===== src/rtl/alu_writeback_pkg.sv =====
// Shared definitions for the ALU commit stage.
//   - ALU opcode constants (same 6-bit encoding the ALU decodes)
//   - flag bit positions inside the 4-bit {zero, neg, carry, overflow} vector
//   - commit class of an opcode and the helper that decodes it
package alu_writeback_pkg;

  localparam int OPC_W  = 6;
  localparam int FLAG_W = 4;

  localparam logic [OPC_W-1:0] OP_NOP = 6'h00;
  localparam logic [OPC_W-1:0] OP_ADD = 6'h01;
  localparam logic [OPC_W-1:0] OP_SUB = 6'h02;
  localparam logic [OPC_W-1:0] OP_AND = 6'h03;
  localparam logic [OPC_W-1:0] OP_OR  = 6'h04;
  localparam logic [OPC_W-1:0] OP_XOR = 6'h05;
  localparam logic [OPC_W-1:0] OP_SHL = 6'h06;
  localparam logic [OPC_W-1:0] OP_SHR = 6'h07;
  localparam logic [OPC_W-1:0] OP_MOV = 6'h08;
  localparam logic [OPC_W-1:0] OP_CMP = 6'h10;
  localparam logic [OPC_W-1:0] OP_TST = 6'h11;

  localparam int FLAG_Z = 3;
  localparam int FLAG_N = 2;
  localparam int FLAG_C = 1;
  localparam int FLAG_V = 0;

  // How an executed instruction is committed.
  typedef enum logic [1:0] {
    CLS_WRITE      = 2'd0,
    CLS_FLAGS_ONLY = 2'd1,
    CLS_NOP        = 2'd2
  } entry_class_e;

  // Anything that is not a compare/test/nop writes its destination register.
  function automatic entry_class_e decode_class(input logic [OPC_W-1:0] opcode);
    entry_class_e cls;
    case (opcode)
      OP_NOP:         cls = CLS_NOP;
      OP_CMP, OP_TST: cls = CLS_FLAGS_ONLY;
      default:        cls = CLS_WRITE;
    endcase
    return cls;
  endfunction

endpackage


===== src/rtl/alu_writeback_if.sv =====
// Bus bundle between the ALU, the commit stage, the register file write port
// and the operand-stage forwarding lookup.
//   ALU side      : in_valid/in_ready handshake, in_opcode, in_dest, in_result, in_flags
//   RF side       : rf_we, rf_waddr, rf_wdata requested; rf_grant returned
//   status        : architectural flags register
//   forwarding    : lookup_addr query, lookup_hit/lookup_data answer
// The slave modport is the commit stage's view; master is its environment.
interface alu_writeback_if #(
  parameter int DATA_W = 16,
  parameter int ADDR_W = 3
);

  logic              in_valid;
  logic              in_ready;
  logic [5:0]        in_opcode;
  logic [ADDR_W-1:0] in_dest;
  logic [DATA_W-1:0] in_result;
  logic [3:0]        in_flags;

  logic              rf_we;
  logic [ADDR_W-1:0] rf_waddr;
  logic [DATA_W-1:0] rf_wdata;
  logic              rf_grant;

  logic [3:0]        status;

  logic [ADDR_W-1:0] lookup_addr;
  logic              lookup_hit;
  logic [DATA_W-1:0] lookup_data;

  modport slave (
    input  in_valid, in_opcode, in_dest, in_result, in_flags,
    input  rf_grant, lookup_addr,
    output in_ready, rf_we, rf_waddr, rf_wdata, status, lookup_hit, lookup_data
  );

  modport master (
    output in_valid, in_opcode, in_dest, in_result, in_flags,
    output rf_grant, lookup_addr,
    input  in_ready, rf_we, rf_waddr, rf_wdata, status, lookup_hit, lookup_data
  );

endinterface


===== src/rtl/alu_writeback_wb_fifo.sv =====
// wb_fifo: generic in-order buffer of DEPTH entries, WIDTH bits each.
//   clk, reset      : rising-edge clock, synchronous active-high reset
//   push, push_data : write one entry (ignored when full)
//   pop             : drop the oldest entry (ignored when empty)
//   full, empty     : occupancy flags
//   ordered_data    : every slot, index 0 = oldest (head) upward to youngest
//   ordered_valid   : which of ordered_data hold live entries
// Presenting the slots in age order lets the consumer do a priority search
// (youngest match wins) without knowing the pointer values.
module wb_fifo #(
  parameter int WIDTH = 8,
  parameter int DEPTH = 2
) (
  input  logic                        clk,
  input  logic                        reset,
  input  logic                        push,
  input  logic [WIDTH-1:0]            push_data,
  input  logic                        pop,
  output logic                        full,
  output logic                        empty,
  output logic [DEPTH-1:0][WIDTH-1:0] ordered_data,
  output logic [DEPTH-1:0]            ordered_valid
);

  localparam int PTR_W = (DEPTH > 1) ? $clog2(DEPTH) : 1;
  localparam int CNT_W = PTR_W + 1;

  logic [WIDTH-1:0] mem [DEPTH];
  logic [PTR_W-1:0] wr_ptr;
  logic [PTR_W-1:0] rd_ptr;
  logic [CNT_W-1:0] count;
  logic             do_push;
  logic             do_pop;

  assign full    = (count == CNT_W'(DEPTH));
  assign empty   = (count == '0);
  assign do_push = push && !full;
  assign do_pop  = pop && !empty;

  // Storage, pointers and occupancy. Pointers are PTR_W bits wide and DEPTH is
  // a power of two, so wrap-around is just natural overflow. Push and pop in
  // the same cycle move both pointers and leave count alone.
  always_ff @(posedge clk) begin
    if (reset) begin
      wr_ptr <= '0;
      rd_ptr <= '0;
      count  <= '0;
      for (int i = 0; i < DEPTH; i++) begin
        mem[i] <= '0;
      end
    end else begin
      if (do_push) begin
        mem[wr_ptr] <= push_data;
        wr_ptr      <= wr_ptr + 1'b1;
      end
      if (do_pop) begin
        rd_ptr <= rd_ptr + 1'b1;
      end
      case ({do_push, do_pop})
        2'b10:   count <= count + 1'b1;
        2'b01:   count <= count - 1'b1;
        default: count <= count;
      endcase
    end
  end

  // Rotate the storage so slot k is the k-th oldest entry.
  always_comb begin
    for (int k = 0; k < DEPTH; k++) begin
      ordered_data[k]  = mem[rd_ptr + PTR_W'(k)];
      ordered_valid[k] = (CNT_W'(k) < count);
    end
  end

endmodule


===== src/rtl/alu_writeback.sv =====
// alu_writeback: commit stage behind the 16-bit ALU.
//   clk, reset : rising-edge clock, synchronous active-high reset
//   bus        : alu_writeback_if slave port
//                - accepts ALU results (in_valid/in_ready, opcode, dest, result, flags)
//                - writes them to the register file in order (rf_we/rf_waddr/rf_wdata,
//                  retiring on rf_grant)
//                - holds the architectural status flags, updated in commit order
//                - answers forwarding queries for results still buffered
module alu_writeback
  import alu_writeback_pkg::*;
#(
  parameter int DATA_W = 16,
  parameter int ADDR_W = 3,
  parameter int DEPTH  = 2
) (
  input  logic           clk,
  input  logic           reset,
  alu_writeback_if.slave bus
);

  // Entry layout: {is_write, flags, result, dest}
  localparam int DEST_LSB = 0;
  localparam int RES_LSB  = ADDR_W;
  localparam int FLG_LSB  = ADDR_W + DATA_W;
  localparam int WR_BIT   = ADDR_W + DATA_W + FLAG_W;
  localparam int ENTRY_W  = WR_BIT + 1;

  entry_class_e                  in_class;
  logic                          push;
  logic                          pop;
  logic                          full;
  logic                          empty;
  logic [ENTRY_W-1:0]            push_entry;
  logic [DEPTH-1:0][ENTRY_W-1:0] ent;
  logic [DEPTH-1:0]              ent_valid;

  logic                          head_is_write;
  logic [ADDR_W-1:0]             head_dest;
  logic [DATA_W-1:0]             head_result;
  logic [FLAG_W-1:0]             head_flags;
  logic                          rf_we_int;
  logic [FLAG_W-1:0]             status_q;
  logic                          unused_flag_bits;

  // Classify at the input; NOPs are acknowledged but never stored. A full
  // buffer refuses everything, including NOPs, even on a retiring cycle.
  always_comb begin
    in_class   = decode_class(bus.in_opcode);
    push       = bus.in_valid && !full && (in_class != CLS_NOP);
    push_entry = {(in_class == CLS_WRITE), bus.in_flags, bus.in_result, bus.in_dest};
  end

  assign bus.in_ready = !full;

  wb_fifo #(
    .WIDTH (ENTRY_W),
    .DEPTH (DEPTH)
  ) u_fifo (
    .clk           (clk),
    .reset         (reset),
    .push          (push),
    .push_data     (push_entry),
    .pop           (pop),
    .full          (full),
    .empty         (empty),
    .ordered_data  (ent),
    .ordered_valid (ent_valid)
  );

  // Retire control for the head entry. Register writes wait for the grant;
  // flag-only entries leave one cycle after reaching the head. The write
  // address/data are forced to zero whenever no write is being requested.
  always_comb begin
    head_is_write = ent[0][WR_BIT];
    head_dest     = ent[0][DEST_LSB +: ADDR_W];
    head_result   = ent[0][RES_LSB +: DATA_W];
    head_flags    = ent[0][FLG_LSB +: FLAG_W];
    rf_we_int     = !empty && head_is_write;
    pop           = !empty && (!head_is_write || bus.rf_grant);
  end

  assign bus.rf_we    = rf_we_int;
  assign bus.rf_waddr = rf_we_int ? head_dest   : '0;
  assign bus.rf_wdata = rf_we_int ? head_result : '0;

  // Architectural flags take the retiring entry's flags, so they change in
  // the same order as the register file.
  always_ff @(posedge clk) begin
    if (reset) begin
      status_q <= '0;
    end else if (pop) begin
      status_q <= head_flags;
    end
  end

  assign bus.status = status_q;

  // Forwarding search from oldest to youngest so the last match, i.e. the
  // youngest pending write to that register, is the one reported. The head
  // still matches during its retire cycle. Flags of non-head slots take no
  // part in forwarding and are folded into a sink.
  always_comb begin
    bus.lookup_hit   = 1'b0;
    bus.lookup_data  = '0;
    unused_flag_bits = 1'b0;
    for (int k = 0; k < DEPTH; k++) begin
      unused_flag_bits = unused_flag_bits ^ (^ent[k][FLG_LSB +: FLAG_W]);
      if (ent_valid[k] && ent[k][WR_BIT] &&
          (ent[k][DEST_LSB +: ADDR_W] == bus.lookup_addr)) begin
        bus.lookup_hit  = 1'b1;
        bus.lookup_data = ent[k][RES_LSB +: DATA_W];
      end
    end
  end

endmodule


===== src/flat_wrapper.sv =====
// flat-port wrapper written by rule: the top's interface ports become plain ports
module alu_writeback_flat import alu_writeback_pkg::*;
#(
  parameter int DATA_W = 16,
  parameter int ADDR_W = 3,
  parameter int DEPTH  = 2
)
  (clk, reset, bus_in_valid, bus_in_opcode, bus_in_dest, bus_in_result, bus_in_flags, bus_rf_grant, bus_lookup_addr, bus_in_ready, bus_rf_we, bus_rf_waddr, bus_rf_wdata, bus_status, bus_lookup_hit, bus_lookup_data);
  alu_writeback_if #(.DATA_W(DATA_W), .ADDR_W(ADDR_W)) bus_i ();
  input  logic clk;
  input  logic reset;
  input wire logic [$bits(bus_i.in_valid)-1:0] bus_in_valid;
  input wire logic [$bits(bus_i.in_opcode)-1:0] bus_in_opcode;
  input wire logic [$bits(bus_i.in_dest)-1:0] bus_in_dest;
  input wire logic [$bits(bus_i.in_result)-1:0] bus_in_result;
  input wire logic [$bits(bus_i.in_flags)-1:0] bus_in_flags;
  input wire logic [$bits(bus_i.rf_grant)-1:0] bus_rf_grant;
  input wire logic [$bits(bus_i.lookup_addr)-1:0] bus_lookup_addr;
  output wire logic [$bits(bus_i.in_ready)-1:0] bus_in_ready;
  output wire logic [$bits(bus_i.rf_we)-1:0] bus_rf_we;
  output wire logic [$bits(bus_i.rf_waddr)-1:0] bus_rf_waddr;
  output wire logic [$bits(bus_i.rf_wdata)-1:0] bus_rf_wdata;
  output wire logic [$bits(bus_i.status)-1:0] bus_status;
  output wire logic [$bits(bus_i.lookup_hit)-1:0] bus_lookup_hit;
  output wire logic [$bits(bus_i.lookup_data)-1:0] bus_lookup_data;
  assign bus_i.in_valid = bus_in_valid;
  assign bus_i.in_opcode = bus_in_opcode;
  assign bus_i.in_dest = bus_in_dest;
  assign bus_i.in_result = bus_in_result;
  assign bus_i.in_flags = bus_in_flags;
  assign bus_i.rf_grant = bus_rf_grant;
  assign bus_i.lookup_addr = bus_lookup_addr;
  assign bus_in_ready = bus_i.in_ready;
  assign bus_rf_we = bus_i.rf_we;
  assign bus_rf_waddr = bus_i.rf_waddr;
  assign bus_rf_wdata = bus_i.rf_wdata;
  assign bus_status = bus_i.status;
  assign bus_lookup_hit = bus_i.lookup_hit;
  assign bus_lookup_data = bus_i.lookup_data;
  alu_writeback #(.DATA_W(DATA_W), .ADDR_W(ADDR_W), .DEPTH(DEPTH)) u_core (.clk(clk), .reset(reset), .bus(bus_i));
endmodule

===== config.mk =====
export PLATFORM = sky130hd
export DESIGN_NAME = alu_writeback_flat
export DESIGN_NICKNAME = d
export VERILOG_FILES = /design/src/rtl/alu_writeback_pkg.sv /design/src/rtl/alu_writeback_if.sv /design/src/rtl/alu_writeback_wb_fifo.sv /design/src/rtl/alu_writeback.sv /design/src/flat_wrapper.sv
export SDC_FILE = /design/constraint.sdc
export NUM_CORES = 1
export LEC_CHECK = 0
export CORE_MARGIN = 8
export CORE_UTILIZATION = 44
export DETAILED_ROUTE_END_ITERATION = 7
export GPL_ROUTABILITY_DRIVEN = 0
export PLACE_DENSITY = 0.78
export SLEW_MARGIN = 20
export SYNTH_ARGS = -nofsm -noshare
export SYNTH_HDL_FRONTEND = slang
export SYNTH_SLANG_ARGS = --single-unit

===== constraint.sdc =====
create_clock -name clk -period 2.4 [get_ports clk]
set_input_delay 0.24 -clock clk [delete_from_list [all_inputs] [get_ports clk]]
set_output_delay 0.24 -clock clk [all_outputs]
set_load 0.01 [all_outputs]

==> flow_summary.toml, run 1 <==
[outcome]
outcome = "finished with violations"
violations = "setup timing"

[floorplanning]
dieArea_sq_mm = 0.009460
fp.dieW_um = 97.26
core_area_sq_mm = 0.006386
die_height_um = 97.26
num_io_pins = 78
initial_core_util = 0.4549
rows = 29

[yosys]
synth_top_flop_cell = "edfxtp_1"
ys_seq_area_frac = 0.5581
synth-edff-count = 48
async_flop_share = 0
synthCells = 239
syn_area_sq_mm = 0.002905
ys_warn_count = 0
syn_nets = 279
ys_types = 29
synth-seq-cells = 57
avgSynthCellArea_sq_um = 12.16

[timing]
setup_violations = 16
finalClockSkew_ns = 0.006261
fmax_ghz = 0.3936
fin_crit_sh = 1.059
slew_viol_final = 0
hold_viol_final = 0
fin_ws_ns = -0.1405
slew_headroom = 0.6680
max_slew.worst_pin.slew_ns = 0.4974
fin_crit_ns = 2.540
hold_slack_ns = 0.5031
rsz0062_at_grt = "yes"

[grt]
gr-usage-met3 = 0.05050
antenna_found_initial = 0
grt_pass1_wl_um = 12610
met1_usage = 0.1672
use_met2 = 0.3177
busiest_layer = "met2"
grt-ovfl-total = 0
grt_max_degree = 24
first_global_vias = 2527
grt.total_usage = 0.1683

[pwr]
p_leak_nw = 1.917
power_density_mw_per_mm2 = 895.8
total_power_mw = 3.843
vdd.ir_drop.worst_mv = 0.4897

[placed_design]
hpwl_um = 5278
dp.cells = 401
portBuffers = 77

[clock_tree]
h-tree-depth = 3
cts_buffers = 9
ctsHoldBuffers = 0
cts_tree = "built"
clkSinkCount = 57
clock_path_buffers = 2
clk_pin_slew_worst_paths_ns = 0.06
cts_root_buf = "clkbuf_8"
clk_latency_ns = 0.34

[critical_path]
crit_path_max_incr_delay_ns = 0.43
crit_type = "reg2out"
critPathLaunchType = "flop"
cpMostUsedCell = "buf_4"
worstPathCellList = "mux2i_4 -> xor2_1 -> buf_4 -> nand4_1 -> mux2i_2 -> buf_12 -> buf_4 -> a22o_1 -> buf_2"
cp_max_fo = 8
cpMaxStageDelayCell = "dfxtp_4"
crit_required_ns = 2.16
crit_path_end_kind = "output port"
worstPathArrival_ns = 2.30

[routing]
wire_per_inst_um = 18.56
ant_nets = 0
wirelength_um = 8019
drc = 0
drt_iter0_drc = 89
vias = 2290
drt-pass1-iter-count = 4
viasPerCell = 5.301

[final_layout]
layout-drive-gt1-share = 0.2648
post-route-util = 0.6718
final_common_cell = "edfxtp_1"
stdcell_count = 432
diodes = 0
nets = 390
layout_common_cells = "edfxtp_1 (48), clkdlybuf4s50_1 (40), buf_4 (31)"
fill_cells = 501
area_growth_pct = 47.67

[worst_hold_path]
hold_path.class = "reg2reg"

[flow_run]
cap_violations = 0
[sequential cells by signal (all words and copies together) (netlist names), named ones only]
| name | count |
|---|---|
| u_core.u_fifo.mem | 48 |
| u_core.bus.status | 4 |
| u_core.u_fifo.count | 2 |
| u_core.u_fifo.rd_ptr | 1 |
| u_core.u_fifo.wr_ptr | 1 |
[worst max-delay path, delay by kind of cell (launching register included)]
kind | cells | cell delay, ns
buf+inv | 4 | 0.56
simple gates | 1 | 0.13
flops | 1 | 0.43
mux | 2 | 0.50
compound gates | 1 | 0.14
xor+xnor | 1 | 0.20
[Yosys cell counts (all sizes together) (2+ instances only)]
cell type | instances | area, sq um
nor2 | 31 | 121.4
buf | 4 | 45.04
xor2 | 9 | 78.83
nand4 | 4 | 31.28
inv | 6 | 22.52
clkbuf | 12 | 45.04
and3 | 23 | 143.9
ha | 4 | 50.05
dfxtp | 9 | 180.2
edfxtp | 48 | 1441
a211oi | 5 | 37.54
or2 | 2 | 12.52
nor3 | 3 | 15.01
mux2i | 30 | 307.8
and2 | 24 | 150.1
a22o | 16 | 140.1
[layout make-up]
cell class,count,area (sq um),area share
sequential,57,1629,0.3797
multi-input combinational,162,1285,0.2995
timing repair buffer,114,1015,0.2365
clock buffer,10,137.6,0.03208
clock inverter,6,105.1,0.02450
tap,77,96.34,0.02246
inverter,6,22.52,0.005249
[stage by stage]
stage | TNS (ns) | setup slack (ns) | area, sq um
global route | -2.996 | -0.2273 | 4290
detailed placement | -2.586 | -0.1683 | 3909
global placement | -1.705 | -0.1189 | 3909
floorplan | 0 | 0.1772 | 2909
finish | -1.402 | -0.1405 | 4290
CTS | -1.060 | -0.1339 | 4264
[per-layer routing]
layer / vias to the layer above / share of wire
met2: 54 / 0.57
met1: 1128 / 0.38
li1: 1094 / -
met4: 0 / 0.021
met5: - / 0
met3: 14 / 0.036
[where the power goes]
part	internal (mW)	switching, mW	leakage [nW]	total [mW]
registers	1.28	0.139	0.583	1.42
clock network	0.712	0.377	0.126	1.09
logic	0.685	0.651	1.21	1.34
[worst paths after layout]
| check | from | end | slack (ns) | depth (start not counted) |
|---|---|---|---|---|
| worst max-delay path | flop | bus_lookup_data[1] | -0.14 | 9 |
| worst min-delay path | u_core.bus.status[3] | u_core.bus.status[3] | 0.50 | 2 |
| worst max register to register | u_core.u_fifo.count[0] | u_core.u_fifo.mem[0][3] | 0.51 | 7 |
| worst min register to register | u_core.bus.status[3] | u_core.bus.status[3] | 0.50 | 2 |
[kinds of logic after synthesis]
group           after synthesis  synth area share
xor+xnor                     10           0.03015
buf+inv                      22           0.03876
mux                          30            0.1059
fa+ha+maj                     4           0.01723
flops                        57            0.5581
compound gates               24           0.07451
simple gates                 92            0.1753
[what timing repair did]
item / in CTS / in global routing
buffers inserted: 9 / 5
pin swaps: 23 / 6
cloned: 3 / 0
gates resized for setup: 104 / 9
setup endpoints to repair: 37 / 20
Note: power is estimated with default switching activity, not from simulation.
==> run 2, diff against run 1 <==
Settings changed: ABC_CLOCK_PERIOD_IN_PS set to 2400.
==> results of run 2 <==
The final DEF is identical to that of run 1; final timing and power are the same.
==> run 3, diff against run 2 <==
Settings changed: CORE_UTILIZATION 44 to 47, RECOVER_POWER set to 100, SYNTH_HIERARCHICAL set to 1.
==> flow_summary.toml, run 3 <==
[outcome]
outcome = "finished with violations"
violations = "setup timing"

[yosys]
syn_nets = 364
avgSynthCellArea_sq_um = 11.30
ys_warn_count = 6
syn_area_sq_mm = 0.003661
synthCells = 324

[critical_path]
crit_start = "u_core/u_fifo/rd_ptr"
crit_path_end_kind = "output port"
worstPathArrival_ns = 2.37
r2r_setup_slack_ns = 0.05
worst_r2r_endpoint = "u_core/u_fifo/count[1]"
reg2reg_depth = 9
critPathLaunchType = "flop"
cp_max_fo = 5
crit_required_ns = 2.16
crit_type = "reg2out"

[timing]
rsz0062_at_grt = "yes"
setup_violations = 28
hold_viol_final = 0
slew_headroom = 0.3878
hold_slack_ns = 0.4814
fin_crit_ns = 2.612
max_slew.worst_pin.slew_ns = 0.9161
finalClockSkew_ns = 0.008018
fmax_ghz = 0.3829
fin_ws_ns = -0.2118
slew_viol_final = 0
fin_crit_sh = 1.088

[final_layout]
nets = 454
largest_reg_flops = 48
diodes = 0
area_growth_pct = 32.91
layout_common_cells = "mux2_2 (48), edfxtp_1 (48), clkdlybuf4s50_1 (47)"
layout-drive-gt1-share = 0.3270
post-route-util = 0.6363
top_register = "u_core/u_fifo/mem"
stdcell_count = 521

[grt]
antenna_found_initial = 0
grt-ovfl-total = 0
grt.total_usage = 0.1608
grt_pass1_wl_um = 14000
first_global_vias = 2853
grt_max_degree = 49

[worst_hold_path]
min_to = "u_core/u_fifo/wr_ptr"
worstHoldStart = "u_core/u_fifo/wr_ptr"
hold_path_depth = 2
hold_path.class = "reg2reg"

[routing]
vias = 2735
ant_nets = 0
drt_iter0_drc = 86
wire_per_inst_um = 16.85
viasPerCell = 5.250
drc = 0
wirelength_um = 8779
drt-pass1-iter-count = 4

[clock_tree]
clkSinkCount = 57
cts_root_buf = "clkbuf_8"
h-tree-depth = 3
ctsHoldBuffers = 0
clk_latency_ns = 0.33
cts_buffers = 9
cts_tree = "built"
clk_pin_slew_worst_paths_ns = 0.06
clock_path_buffers = 2

[placed_design]
hpwl_um = 6068
portBuffers = 77
dp.cells = 501

[floorplanning]
die_height_um = 104.3
initial_core_util = 0.4787
num_io_pins = 78
fp.dieW_um = 104.3
dieArea_sq_mm = 0.01087
rows = 32
core_area_sq_mm = 0.007647

[pwr]
p_leak_nw = 2.171
vdd.ir_drop.worst_mv = 0.5433
total_power_mw = 4.302
power_density_mw_per_mm2 = 884.0

[flow_run]
cap_violations = 0
run 3: cell types whose count changed in the layout (fill, tap and decap cells not counted), moves of 15 or more:
cell / delta
mux2_2: +48
nand2_1: +26
mux2i_1: -22
dlygate4sd2_1: -18
nand3_1: +17
a22o_1: -16
and4b_1: +16
buf_4: -15
run 3: area by class of cell:
cell class | count | area [sq um]
clock buffer | 10 | 127.6
timing repair buffer | 106 | 1104
fill | 601 | 2781
clock inverter | 6 | 58.81
sequential | 57 | 1625
tap | 102 | 127.6
inverter | 5 | 18.77
multi-input combinational | 235 | 1804
run 3: timing repair:
item	in CTS	in global routing
gates resized for setup	101	10
pin swaps	1	0
setup buffers	1	1
gates cloned	2	0
endpoints found under the setup margin	37	35
run 3: worst max-delay path, cell delays in order (launching register included):
cell	delay (ns)
dfxtp_4	0.38
mux2_4	0.30
xor2_1	0.14
or4_4	0.61
buf_12	0.19
mux2_4	0.30
buf_6	0.12
run 3: worst max-delay path by stage:
stage | end | slack [ns] | depth (start not counted)
finish | bus_lookup_data[12] | -0.21 | 6
global route | bus_lookup_data[12] | -0.28 | 6
CTS | bus_lookup_data[12] | -0.24 | 6
detailed placement | bus_lookup_data[12] | -0.28 | 6
global placement | bus_lookup_data[9] | -0.25 | 6
floorplan | bus_lookup_data[10] | 0.02 | 8
run 3: through the flow:
stage / TNS, ns / area [sq um] / worst slack [ns]
3_5_place_dp: -4.534 / 4591 / -0.2780
4_1_cts: -3.578 / 4903 / -0.2373
5_1_grt: -7.262 / 4866 / -0.2762
6_report: -4.392 / 4866 / -0.2118
3_3_place_gp: -3.943 / 4591 / -0.2500
2_1_floorplan: 0 / 3665 / 0.02214
run 3: metal layers:
metal | track usage | vias up | share of wire
met3 | 0.04461 | 8 | 0.049
met1 | 0.1771 | 1314 | 0.41
met5 | 0 | - | 0
li1 | - | 1342 | -
met4 | 0.05067 | 0 | 0.012
met2 | 0.2915 | 71 | 0.53
run 3: power breakdown:
group	internal (mW)	total [mW]	leakage [nW]	switching [mW]
registers	1.32	1.42	0.582	0.101
logic	0.986	2.04	1.50	1.05
clock network	0.472	0.844	0.0897	0.372
total	2.78	4.30	2.17	1.53
